### config.mk
export PLATFORM = sky130hd
export DESIGN_NAME = lt24_qsys_sysid_ext
export DESIGN_NICKNAME = d
export VERILOG_FILES = /design/src/rtl/lt24_qsys_sysid_ext.sv
export SDC_FILE = /design/constraint.sdc
export NUM_CORES = 1
export LEC_CHECK = 0
export ABC_AREA = 1
export CAP_MARGIN = 20
export CORE_MARGIN = 10
export CORE_UTILIZATION = 65
export DETAILED_ROUTE_END_ITERATION = 16
export GPL_TIMING_DRIVEN = 1
export PLACE_DENSITY_LB_ADDON = 0.15
export SLEW_MARGIN = 10
export SYNTH_ARGS = -nofsm -noshare
export SYNTH_HDL_FRONTEND = slang
export SYNTH_SLANG_ARGS = --single-unit
### constraint.sdc
create_clock -name clock -period 13.8 [get_ports clock]
set_input_delay 2.07 -clock clock [delete_from_list [all_inputs] [get_ports clock]]
set_output_delay 2.07 -clock clock [all_outputs]
set_load 0.005 [all_outputs]
### src/rtl/lt24_qsys_sysid_ext.sv
// System-ID / uptime slave: 8-word Avalon-MM register file with ID, build stamp,
// an atomically readable uptime counter, a seconds counter, scratch, control and
// capability words. Reads have a fixed READ_LATENCY with a readdatavalid pulse.
// Legal ranges: ADDR_W >= 3, READ_LATENCY 1..3, UPTIME_W 33..64, CLK_FREQ_HZ >= 2.
module lt24_qsys_sysid_ext #(
    parameter logic [31:0] SYSTEM_ID     = 32'h0000_0000,
    parameter logic [31:0] TIMESTAMP     = 32'd1403259050,
    parameter int          ADDR_W        = 3,
    parameter int          READ_LATENCY  = 1,
    parameter int          UPTIME_W      = 64,
    parameter int          CLK_FREQ_HZ   = 50000000,
    parameter logic [31:0] SCRATCH_RESET = 32'h0000_0000
) (
    input  logic              clock,
    input  logic              reset,
    input  logic [ADDR_W-1:0] address,
    input  logic              read,
    input  logic              write,
    input  logic [31:0]       writedata,
    input  logic [3:0]        byteenable,
    output logic [31:0]       readdata,
    output logic              readdatavalid
);
    localparam int SH_W = UPTIME_W - 32;
    localparam int PS_W = $clog2(CLK_FREQ_HZ);
    localparam logic [PS_W-1:0] PS_LAST = PS_W'(CLK_FREQ_HZ - 1);

    logic [UPTIME_W-1:0] uptime_q, uptime_d;
    logic [PS_W-1:0]     presc_q, presc_d;
    logic [31:0]         seconds_q, seconds_d;
    logic [SH_W-1:0]     shadow_q, shadow_d;
    logic [31:0]         scratch_q, scratch_d;
    logic                freeze_q, freeze_d;

    logic [READ_LATENCY-1:0]       vld_q;
    logic [READ_LATENCY-1:0][31:0] dat_q;

    logic        rd_en;
    logic        ctrl_wr;
    logic        clear;
    logic [31:0] rd_word;

    // A write wins over a simultaneous read; the read is simply dropped.
    assign rd_en   = read & ~write;
    assign ctrl_wr = write & (address == ADDR_W'(6)) & byteenable[0];
    assign clear   = ctrl_wr & writedata[1];

    // Read mux over the pre-edge register state; unmapped words read as zero.
    always_comb begin
        rd_word = '0;
        case (address)
            ADDR_W'(0): rd_word = SYSTEM_ID;
            ADDR_W'(1): rd_word = TIMESTAMP;
            ADDR_W'(2): rd_word = uptime_q[31:0];
            ADDR_W'(3): rd_word = 32'(shadow_q);
            ADDR_W'(4): rd_word = seconds_q;
            ADDR_W'(5): rd_word = scratch_q;
            ADDR_W'(6): rd_word = {31'b0, freeze_q};
            ADDR_W'(7): rd_word = {16'h5349, 8'(UPTIME_W), 8'(READ_LATENCY)};
            default:    rd_word = '0;
        endcase
    end

    // Next state: register writes, shadow capture and the uptime/seconds counters.
    always_comb begin
        scratch_d = scratch_q;
        freeze_d  = freeze_q;
        shadow_d  = shadow_q;
        uptime_d  = uptime_q;
        presc_d   = presc_q;
        seconds_d = seconds_q;

        if (write && address == ADDR_W'(5)) begin
            for (int b = 0; b < 4; b++)
                if (byteenable[b]) scratch_d[8*b +: 8] = writedata[8*b +: 8];
        end
        if (ctrl_wr) freeze_d = writedata[0];

        // Latch the high half alongside a LO read so LO-then-HI is coherent.
        if (rd_en && address == ADDR_W'(2)) shadow_d = uptime_q[UPTIME_W-1:32];

        // CLEAR overrides both counting and FREEZE.
        if (clear) begin
            uptime_d  = '0;
            presc_d   = '0;
            seconds_d = '0;
        end else if (!freeze_q) begin
            uptime_d = uptime_q + UPTIME_W'(1);
            if (presc_q == PS_LAST) begin
                presc_d   = '0;
                seconds_d = seconds_q + 32'd1;
            end else begin
                presc_d = presc_q + PS_W'(1);
            end
        end
    end

    // Architectural state registers.
    always_ff @(posedge clock or posedge reset) begin
        if (reset) begin
            uptime_q  <= '0;
            presc_q   <= '0;
            seconds_q <= '0;
            shadow_q  <= '0;
            scratch_q <= SCRATCH_RESET;
            freeze_q  <= 1'b0;
        end else begin
            uptime_q  <= uptime_d;
            presc_q   <= presc_d;
            seconds_q <= seconds_d;
            shadow_q  <= shadow_d;
            scratch_q <= scratch_d;
            freeze_q  <= freeze_d;
        end
    end

    // Read response pipeline; reset flushes every in-flight response.
    always_ff @(posedge clock or posedge reset) begin
        if (reset) begin
            vld_q <= '0;
            dat_q <= '0;
        end else begin
            vld_q[0] <= rd_en;
            dat_q[0] <= rd_en ? rd_word : 32'h0;
            for (int i = 1; i < READ_LATENCY; i++) begin
                vld_q[i] <= vld_q[i-1];
                dat_q[i] <= dat_q[i-1];
            end
        end
    end

    assign readdatavalid = vld_q[READ_LATENCY-1];
    assign readdata      = dat_q[READ_LATENCY-1];

endmodule

## Word level (Yosys, flattened, before mapping)

Index checks and enable logic that the tools add are counted.
W data, S select, Z words.

| operators by class | value |
|---|---|
| add/sub/neg operators | 3 |
| eq/ne operators | 9 |
| muxes and demuxes | 10 |
| bitwise gates (word level) | 5 |
| reduce and logical (&&, ||, !) cells | 9 |

Operator list:

| operator | number |
|---|---|
| $pmux W32 S8 | 1 |
| $mux W32 | 4 |
| $mux W64 | 2 |
| $mux W26 | 3 |
| $add A64 B1 Y64 const B | 1 |
| $add A32 B1 Y32 const B | 1 |
| $add A26 B1 Y26 const B | 1 |
| $eq A26 B26 Y1 const B | 1 |
| $eq A3 B3 Y1 const B | 4 |
| $reduce_and A2 Y1 | 5 |
| $eq A3 B2 Y1 const B | 2 |
| $and A1 B1 Y1 | 4 |
| $eq A3 B1 Y1 const B | 1 |
| $logic_not A3 Y1 | 1 |
| $logic_and A1 B1 Y1 | 2 |
| $ne A2 B1 Y1 const B | 1 |
| $reduce_bool A2 Y1 | 1 |
| $not A1 Y1 | 1 |

| storage, ports and cells | value |
|---|---|
| register bits after elaboration | 220 |
| input bits | 43 |
| output and inout bits | 33 |
| word-level logic and storage cells | 47 |

## Longest topological paths before layout

Gate-level depths: netlist of run 1.

| depth | value |
|---|---|
| depth in word-level cells | 6 |
| depth in mapped cells | 11 |
| gate-level depth less buffers | 10 |

## Worst setup path before layout of run 1

OpenSTA, ideal clock, no wires.

| path | value |
|---|---|
| path kind | input-to-reg |
| start | in address[2] |
| end | reg scratch_q[3] |
| library setup time | 0.128 ns |
| data arrival time | 3.081 ns |
| required time | 13.672 ns |
| path slack | 10.592 ns |
| stages on the path | 7 |
| path buffers | 1 |
| cells stage by stage | buf_2 -> inv_2 -> nor2_4 -> inv_2 -> nor2_4 -> nand2_2 -> mux2_1 |

| between the ends | value |
|---|---|
| cells in the longest elaborated chain, start to end | 3 |

RTL lines:

| element | line | source |
|---|---|---|
| start, declared | 16 | `input logic [ADDR_W-1:0] address,` |
| $eq A3 B3 Y1 | 73 | `if (write && address == ADDR_W'(5)) begin` |
| $logic_and A1 B1 Y1 | 73 |  |
| $reduce_and A2 Y1 (no source line) | - |  |
| end signal, assigned | 112 | `scratch_q <= scratch_d;` |
| end, declared | 32 | `logic [31:0] scratch_q, scratch_d;` |

No other way between the ends.
A chain may end at the register's enable or synchronous reset.

## Worst setup path in the final report of run 1

| path | value |
|---|---|
| start | in address[2] |
| end | reg uptime_q[36] |

| between the ends | value |
|---|---|
| cells in the longest elaborated chain, start to end | 5 |
| elaborated cells on any way between the ends | 6 |
| classes of those cells | eq/ne (2); mux (1); bitwise (3) |

RTL lines:

| element | line | source |
|---|---|---|
| $eq A3 B3 Y1 (*) | 45 | `assign ctrl_wr = write & (address == ADDR_W'(6)) & byteenable[0];` |
| $and A1 B1 Y1 (*) (2 in series) | 45 |  |
| $and A1 B1 Y1 (*) | 46 | `assign clear = ctrl_wr & writedata[1];` |
| $ne A2 B1 Y1 (no source line) / $mux W64 (equally long branches) | - |  |
| end signal, assigned | 108 | `uptime_q <= uptime_d;` |
| end, declared | 28 | `logic [UPTIME_W-1:0] uptime_q, uptime_d;` |

Every way passes the cells marked *; elsewhere a longest branch is shown, timed or not.

==> out/metrics.csv, run 1 <==
metric;value;unit
num rows;49;
Ant. Diodes;0;
largest net degree at the start of global routing;147;
final worst path period share;32.7;%
routed len/inst;19.8;um
library cells used by synthesis;42;
first-pass GRT wire length;61200;um
flops & latches, synth;220;
final core occ;76.5;%
max cap viols;0;
Core Footprint;18100;um^2
Final Wtd Congestion;1.02;
cell area after synthesis;12100;um^2
Ys Warns;0;
post-CTS setup buffers;0;
outcome;finished clean;
Clock Pin Slew Worst Setup and Hold Paths;0.06;ns
Final Slew Violations;0;
net count after synthesis;1700;
PortBufs;75;
# nets final;1765;
Clock Path Buffers;3;
Fillers;1400;
placed instance count;1922;
Resized Gates After CTS;0;
worst-margin pin slew;1.13;ns
Internal Power;1.24;mW
hold endpoint;shadow_q[25];
sw frac;26.1;%
area grow syn2layout;14.9;%
r2r worst-path depth;8;
Pre-antenna DRT Iters;7;
Worst Path Arrival;4.91;ns
H-Tree Depth;1;
grt met3 use;6.41;%
vias in the first global route;11100;
Slowest cell on crit path;clkdlybuf4s50_1;
hold crit path type;flop to flop;
Iter 0 DRT Violations;1429;
Crit. End Element;flop;
WP data required;14.21;ns
Die Width;156;um
gr usage total;31.6;%
most frequent cells in the layout;nand2_1 (461), nor2_1 (302), dfrtp_1 (220);
Leak;6.52;nW
final hold violations;0;
Synth Instances;1654;
CTS tree;yes;
worst slack at placement;8.85;ns
most used routing layer;met2;
met1 Use GR;43.9;%
final cell count without fillers;1964;
clock power share;43.8;%
critical path startpoint category;input port;
crit path max fanout;38;
share of layout cells above drive strength 1;6.80;%
Root Driver;clkbuf_16;
top-level I/O count;76;
R2R Setup Slk;11.43;ns
dpl hpwl;28300;um
Hold Crit Depth;2;
Synth async-reset ratio;100;%
Fmax achieved;0.222;GHz
combinational power share;10.9;%
Vias/cell;6.05;
P_sw;0.439;mW
CTS hold repair buffers;0;
Avg Cell Area, Syn;7.31;um^2
Worst Clk Skew;0.0181;ns
CTS Buf Count;24;
multi-input logic area;5730;um^2
category of the most critical setup path;input port to flop;
power density cells;121;nW/um^2
reg-to-reg startpoint;freeze_q;
Skew-Pair Late Insertion Delay;0.52;ns
RSZ-0062 raised after global routing;no;
CP max stage delay;0.78;ns
part of the power in registers;45.3;%
Most used DFF post-synth;dfrtp_1;
VDD IR max;129;uV
final WL;39000;um
GR Layer Usage met2;48.0;%
Starting Density;66.6;%
DRC;0;
Vias;11900;
Final Worst Setup Slack;9.29;ns
Seq/Total Area, Yosys;45.5;%
commonest non-fill, non-tap cell in the layout;nand2_1;
min-delay src;shadow_q[25];
reg2reg end;uptime_q[47];
die area;24500;um^2
CTS sink count;220;
register area;5510;um^2
count of final setup violators;0;
DRT antenna net count;0;
CP Cell Sequence;clkdlybuf4s50_1 -> nand3_2 -> nor2_2 -> nand2_2 -> nand2_4 -> nand3_1 -> nor2_1 -> nand2_1 -> nand2_1 -> nor2_1;
post-layout minimum cycle time;4.51;ns
normalized max-slew margin;24.5;%
die height;156;um
antenna violations before repair;0;
EDFF count, synth;0;
Overflow after GRT;0;
setup tns final;0;ns
[state kept, by name, summed over array words and instances (netlist names)]
| signal | count |
|---|---|
| scratch_q | 32 |
| seconds_q | 32 |
| readdata | 32 |
| freeze_q | 1 |
| shadow_q | 32 |
| readdatavalid | 1 |
| uptime_q | 64 |
| presc_q | 26 |
[cells by family after synthesis]
logic type,after synthesis,synth area share (%)
fa+ha+maj,3,0.310
simple gates,962,32.8
buf+inv,217,7.24
mux,44,4.10
xor+xnor,17,1.23
compound gates,191,8.83
flops,220,45.5
[metal layers]
metal / wire length, um / vias to the layer above
li1: - / 5464
met1: 16300 / 5615
met2: 16900 / 714
met3: 4290 / 91
met4: 1560 / 0
met5: 0 / -
[stage by stage]
step           power [mW]  hold slack [ns]  area [um^2]
2_1_floorplan       0.870            0.453        12100
3_3_place_gp        0.935            0.466        13000
3_5_place_dp        0.944            0.474        13000
4_1_cts              1.68            0.490        13900
5_1_grt              1.73            0.521        13900
6_report             1.68            0.490        13900
[area by class of cell]
class / count / area share [%]
clock buffers: 29 / 4.76
clock inverters: 13 / 1.75
inverters: 173 / 4.73
multi-input cells: 1217 / 41.2
flip-flops and latches: 220 / 39.6
well taps: 229 / 2.06
repair buffers: 83 / 5.84
[worst max-delay path by stage]
stage / slack, ns / startpoint / endpoint / cells past startpoint
5_1_grt: 9.10 / address[2] / uptime_q[36] / 10
2_1_floorplan: 5.71 / reset / freeze_q / 1
3_3_place_gp: 8.95 / address[2] / seconds_q[8] / 9
4_1_cts: 9.37 / address[2] / seconds_q[8] / 9
6_report: 9.29 / address[2] / uptime_q[36] / 10
3_5_place_dp: 8.85 / address[2] / seconds_q[7] / 9
[cell usage after synthesis, drive strengths merged (2+ instances only)]
master	n	area, um^2
nor3	36	185
dfrtp	220	5510
a22oi	5	37.5
a221oi	16	140
inv	171	642
clkbuf	17	63.8
nand3b	4	30.0
nor2	311	1200
mux2	44	495
buf	27	163
a31oi	5	31.3
a21oi	50	250
nand2	468	1770
o21bai	2	15.0
clkinv	2	7.51
ha	3	37.5
xor2	16	140
nand3	109	556
nand4	30	188
a41oi	3	26.3
o21ai	106	531
[critical path, delay by kind of cell]
| kind | cells | cell delay (ns) |
|---|---|---|
| buffers and inverters | 1 | 0.78 |
| and+or+nand+nor | 9 | 2.02 |
[power by group through the flow]
stage	sequential (mW)	clock [mW]	combinational [mW]
after floorplan	0.744	0	0.126
after global placement	0.763	0	0.172
after detailed placement	0.766	0	0.178
after CTS	0.757	0.739	0.181
after global routing	0.764	0.761	0.204
final	0.760	0.736	0.183
(Power assumes the default switching activity.)
==> run 2: changes to the inputs <==
CORE_UTILIZATION = 60   (was 65)
clock period = 4.35 ns   (was 13.8 ns; I/O delays follow)
==> run 2 against run 1 <==
Net effect: worst hold slack gained 0.015 ns; final cell count grew 2.1%; utilization shrank 5.8 points; largest cell class unchanged; critical endpoint is now seconds_q[6]; via count shrank 1.9%; design area grew 0.11%; routed wire length grew 0.57%; clock skew shrank 0.0066 ns.
==> out/metrics.csv, run 2 (same netlist as run 1, synthesis figures left out) <==
metric;value;unit;change
outcome;finished clean;;
max reg flops;64;;unchanged
share of layout cells above drive strength 1;6.84;%;+0.034 points
Leak;6.51;nW;-0.20%
Root Driver;clkbuf_16;;
WP data required;4.78;ns;-9.43 ns
vias in the first global route;10900;;-1.5%
Fmax achieved;0.345;GHz;
worst hold slack;0.505;ns;+0.0148 ns
dpl hpwl;28900;um;+2.4%
routed len/inst;19.5;um;-1.5%
CTS Buf Count;24;;unchanged
CP max stage delay;0.68;ns;-0.10 ns
count of final setup violators;0;;unchanged
DP Area;13100;um^2;+0.92%
DRC;0;;unchanged
area grow syn2layout;15.0;%;
H-Tree Depth;1;;unchanged
most frequent cells in the layout;nand2_1 (461), nor2_1 (302), dfrtp_1 (220);;
worst-margin pin slew;0.890;ns;-0.239 ns
crit path max fanout;65;;+71%
R2R Setup Slk;1.98;ns;-9.45 ns
Pre-antenna DRT Iters;9;;+2
CTS sink count;220;;unchanged
Core Footprint;19700;um^2;+8.3%
delay-heaviest family, CP;buffers and inverters;;
min-delay src;uptime_q[5];;
Die Width;162;um;+3.6%
Biggest register;uptime_q;;
setup tns final;0;ns;unchanged
CP Cell Sequence;clkdlybuf4s50_1 -> nand3_2 -> nor2_2 -> nand2_2 -> o21ai_0 -> nand2_2 -> buf_4 -> nand2_1 -> o21ai_1;;
gr usage total;29.6;%;-2.0 points
Worst Clk Skew;0.0115;ns;-0.00664 ns
Vias;11700;;-1.9%
category of the most critical setup path;input port to flop;;
first-pass GRT wire length;62100;um;+1.5%
Vias/cell;5.81;;-4.0%
reg-to-reg startpoint;freeze_q;;
Overflow after GRT;0;;unchanged
Clock Path Buffers;3;;unchanged
max cap viols;0;;unchanged
final WL;39200;um;+0.57%
Resized Gates After CTS;0;;unchanged
commonest non-fill, non-tap cell in the layout;nand2_1;;
final worst path period share;66.7;%;
post-CTS setup buffers;0;;unchanged
DRT antenna net count;0;;unchanged
post-route cell area;13900;um^2;+0.11%
# nets final;1771;;+0.34%
power density cells;364;nW/um^2;+200%
VDD IR max;375;uV;+190%
Fillers;1663;;+19%
Ant. Diodes;0;;unchanged
Starting Density;61.5;%;-5.1 points
Crit. End Element;flop;;
Worst Path Arrival;3.34;ns;-1.57 ns
largest net degree at the start of global routing;73;;-50%
Final Wtd Congestion;1.01;;-1.5%
critical path startpoint category;input port;;
Slowest cell on crit path;clkdlybuf4s50_1;;
CTS tree;yes;;
final hold violations;0;;unchanged
CP startpoint;address[2];;
Skew-Pair Late Insertion Delay;0.52;ns;about the same
Final Slew Violations;0;;unchanged
antenna violations before repair;0;;unchanged
Crit path top cell by count;nand2_2;;
CTS hold repair buffers;0;;unchanged
Iter 0 DRT Violations;1463;;+2.4%
hold crit path type;flop to flop;;
WP buf/inv;2;;+1
normalized max-slew margin;40.6;%;+16 points
post-layout minimum cycle time;2.90;ns;
PortBufs;75;;unchanged
die area;26200;um^2;+7.2%
RSZ-0062 raised after global routing;no;;
die height;162;um;+3.6%
top-level I/O count;76;;unchanged
Clock Pin Slew Worst Setup and Hold Paths;0.06;ns;about the same
num rows;51;;+4.1%
==> run 2: cell types whose count changed in the layout (fill, tap and decap cells not counted) <==
| cell | previous run | this run |
|---|---|---|
| a21oi_2 | 1 | 0 |
| clkinv_2 | 5 | 2 |
| inv_8 | 1 | 0 |
| a21oi_1 | 49 | 50 |
| bufinv_16 | 7 | 1 |
| buf_4 | 8 | 11 |
| buf_12 | 0 | 3 |
| clkbuf_1 | 2 | 6 |
| clkbuf_8 | 2 | 8 |
==> run 2: report_power, final <==
group	internal, mW	total (mW)	switching, mW
registers	2.23	2.41	0.182
clock network	1.24	2.07	0.827
logic	0.229	0.583	0.354
total	3.70	5.06	1.36
==> run 2: final timing paths <==
path                       cells after the start       endpoint
setup / recovery                               9   seconds_q[6]
hold / removal                                 1    uptime_q[5]
setup reg to reg                               9   uptime_q[55]
hold reg to reg                                1    uptime_q[5]
max in group asynchronous                      3   uptime_q[56]
min in group asynchronous                      2  seconds_q[20]
==> run 2: metal layers <==
layer  global-route usage, %  up-vias  wire [um]  part of all wire [%]
li1                        -     5469          -                     -
met1                    42.7     5503      17100                    44
met2                    44.5      614      16900                    43
met3                    5.23       68       4050                    10
met4                    8.97        0       1220                   3.1
met5                       0        -          0                     0
==> run 2: through the flow <==
step	power (mW)	setup slack [ns]	util (%)	cells
after global routing	5.23	1.17	70.7	2006
after floorplan	2.76	0.829	-	1654
final	5.06	1.45	70.7	2006
after global placement	2.97	1.11	66.7	1964
after CTS	5.05	1.46	70.7	2006
after detailed placement	3.00	1.03	66.7	1964
==> run 2: layout make-up <==
class	count	area, um^2	area share (%)
timing repair buffer	89	893	6.42
tap	265	332	2.38
inverter	173	653	4.70
multi-input combinational	1217	5720	41.2
sequential	220	5510	39.6
clock inverter	3	40.0	0.288
clock buffer	39	758	5.45
==> run 2: worst reg2reg max path, stage by stage (launching register included) <==
cell and delay [ns]:
dfrtp_1 0.57, clkinv_1 0.21, buf_4 0.35, nand3_2 0.19
nor2_2 0.22, nand3_1 0.33, nor2_1 0.23, nand2_1 0.07
nand2_1 0.06, nor2_1 0.04
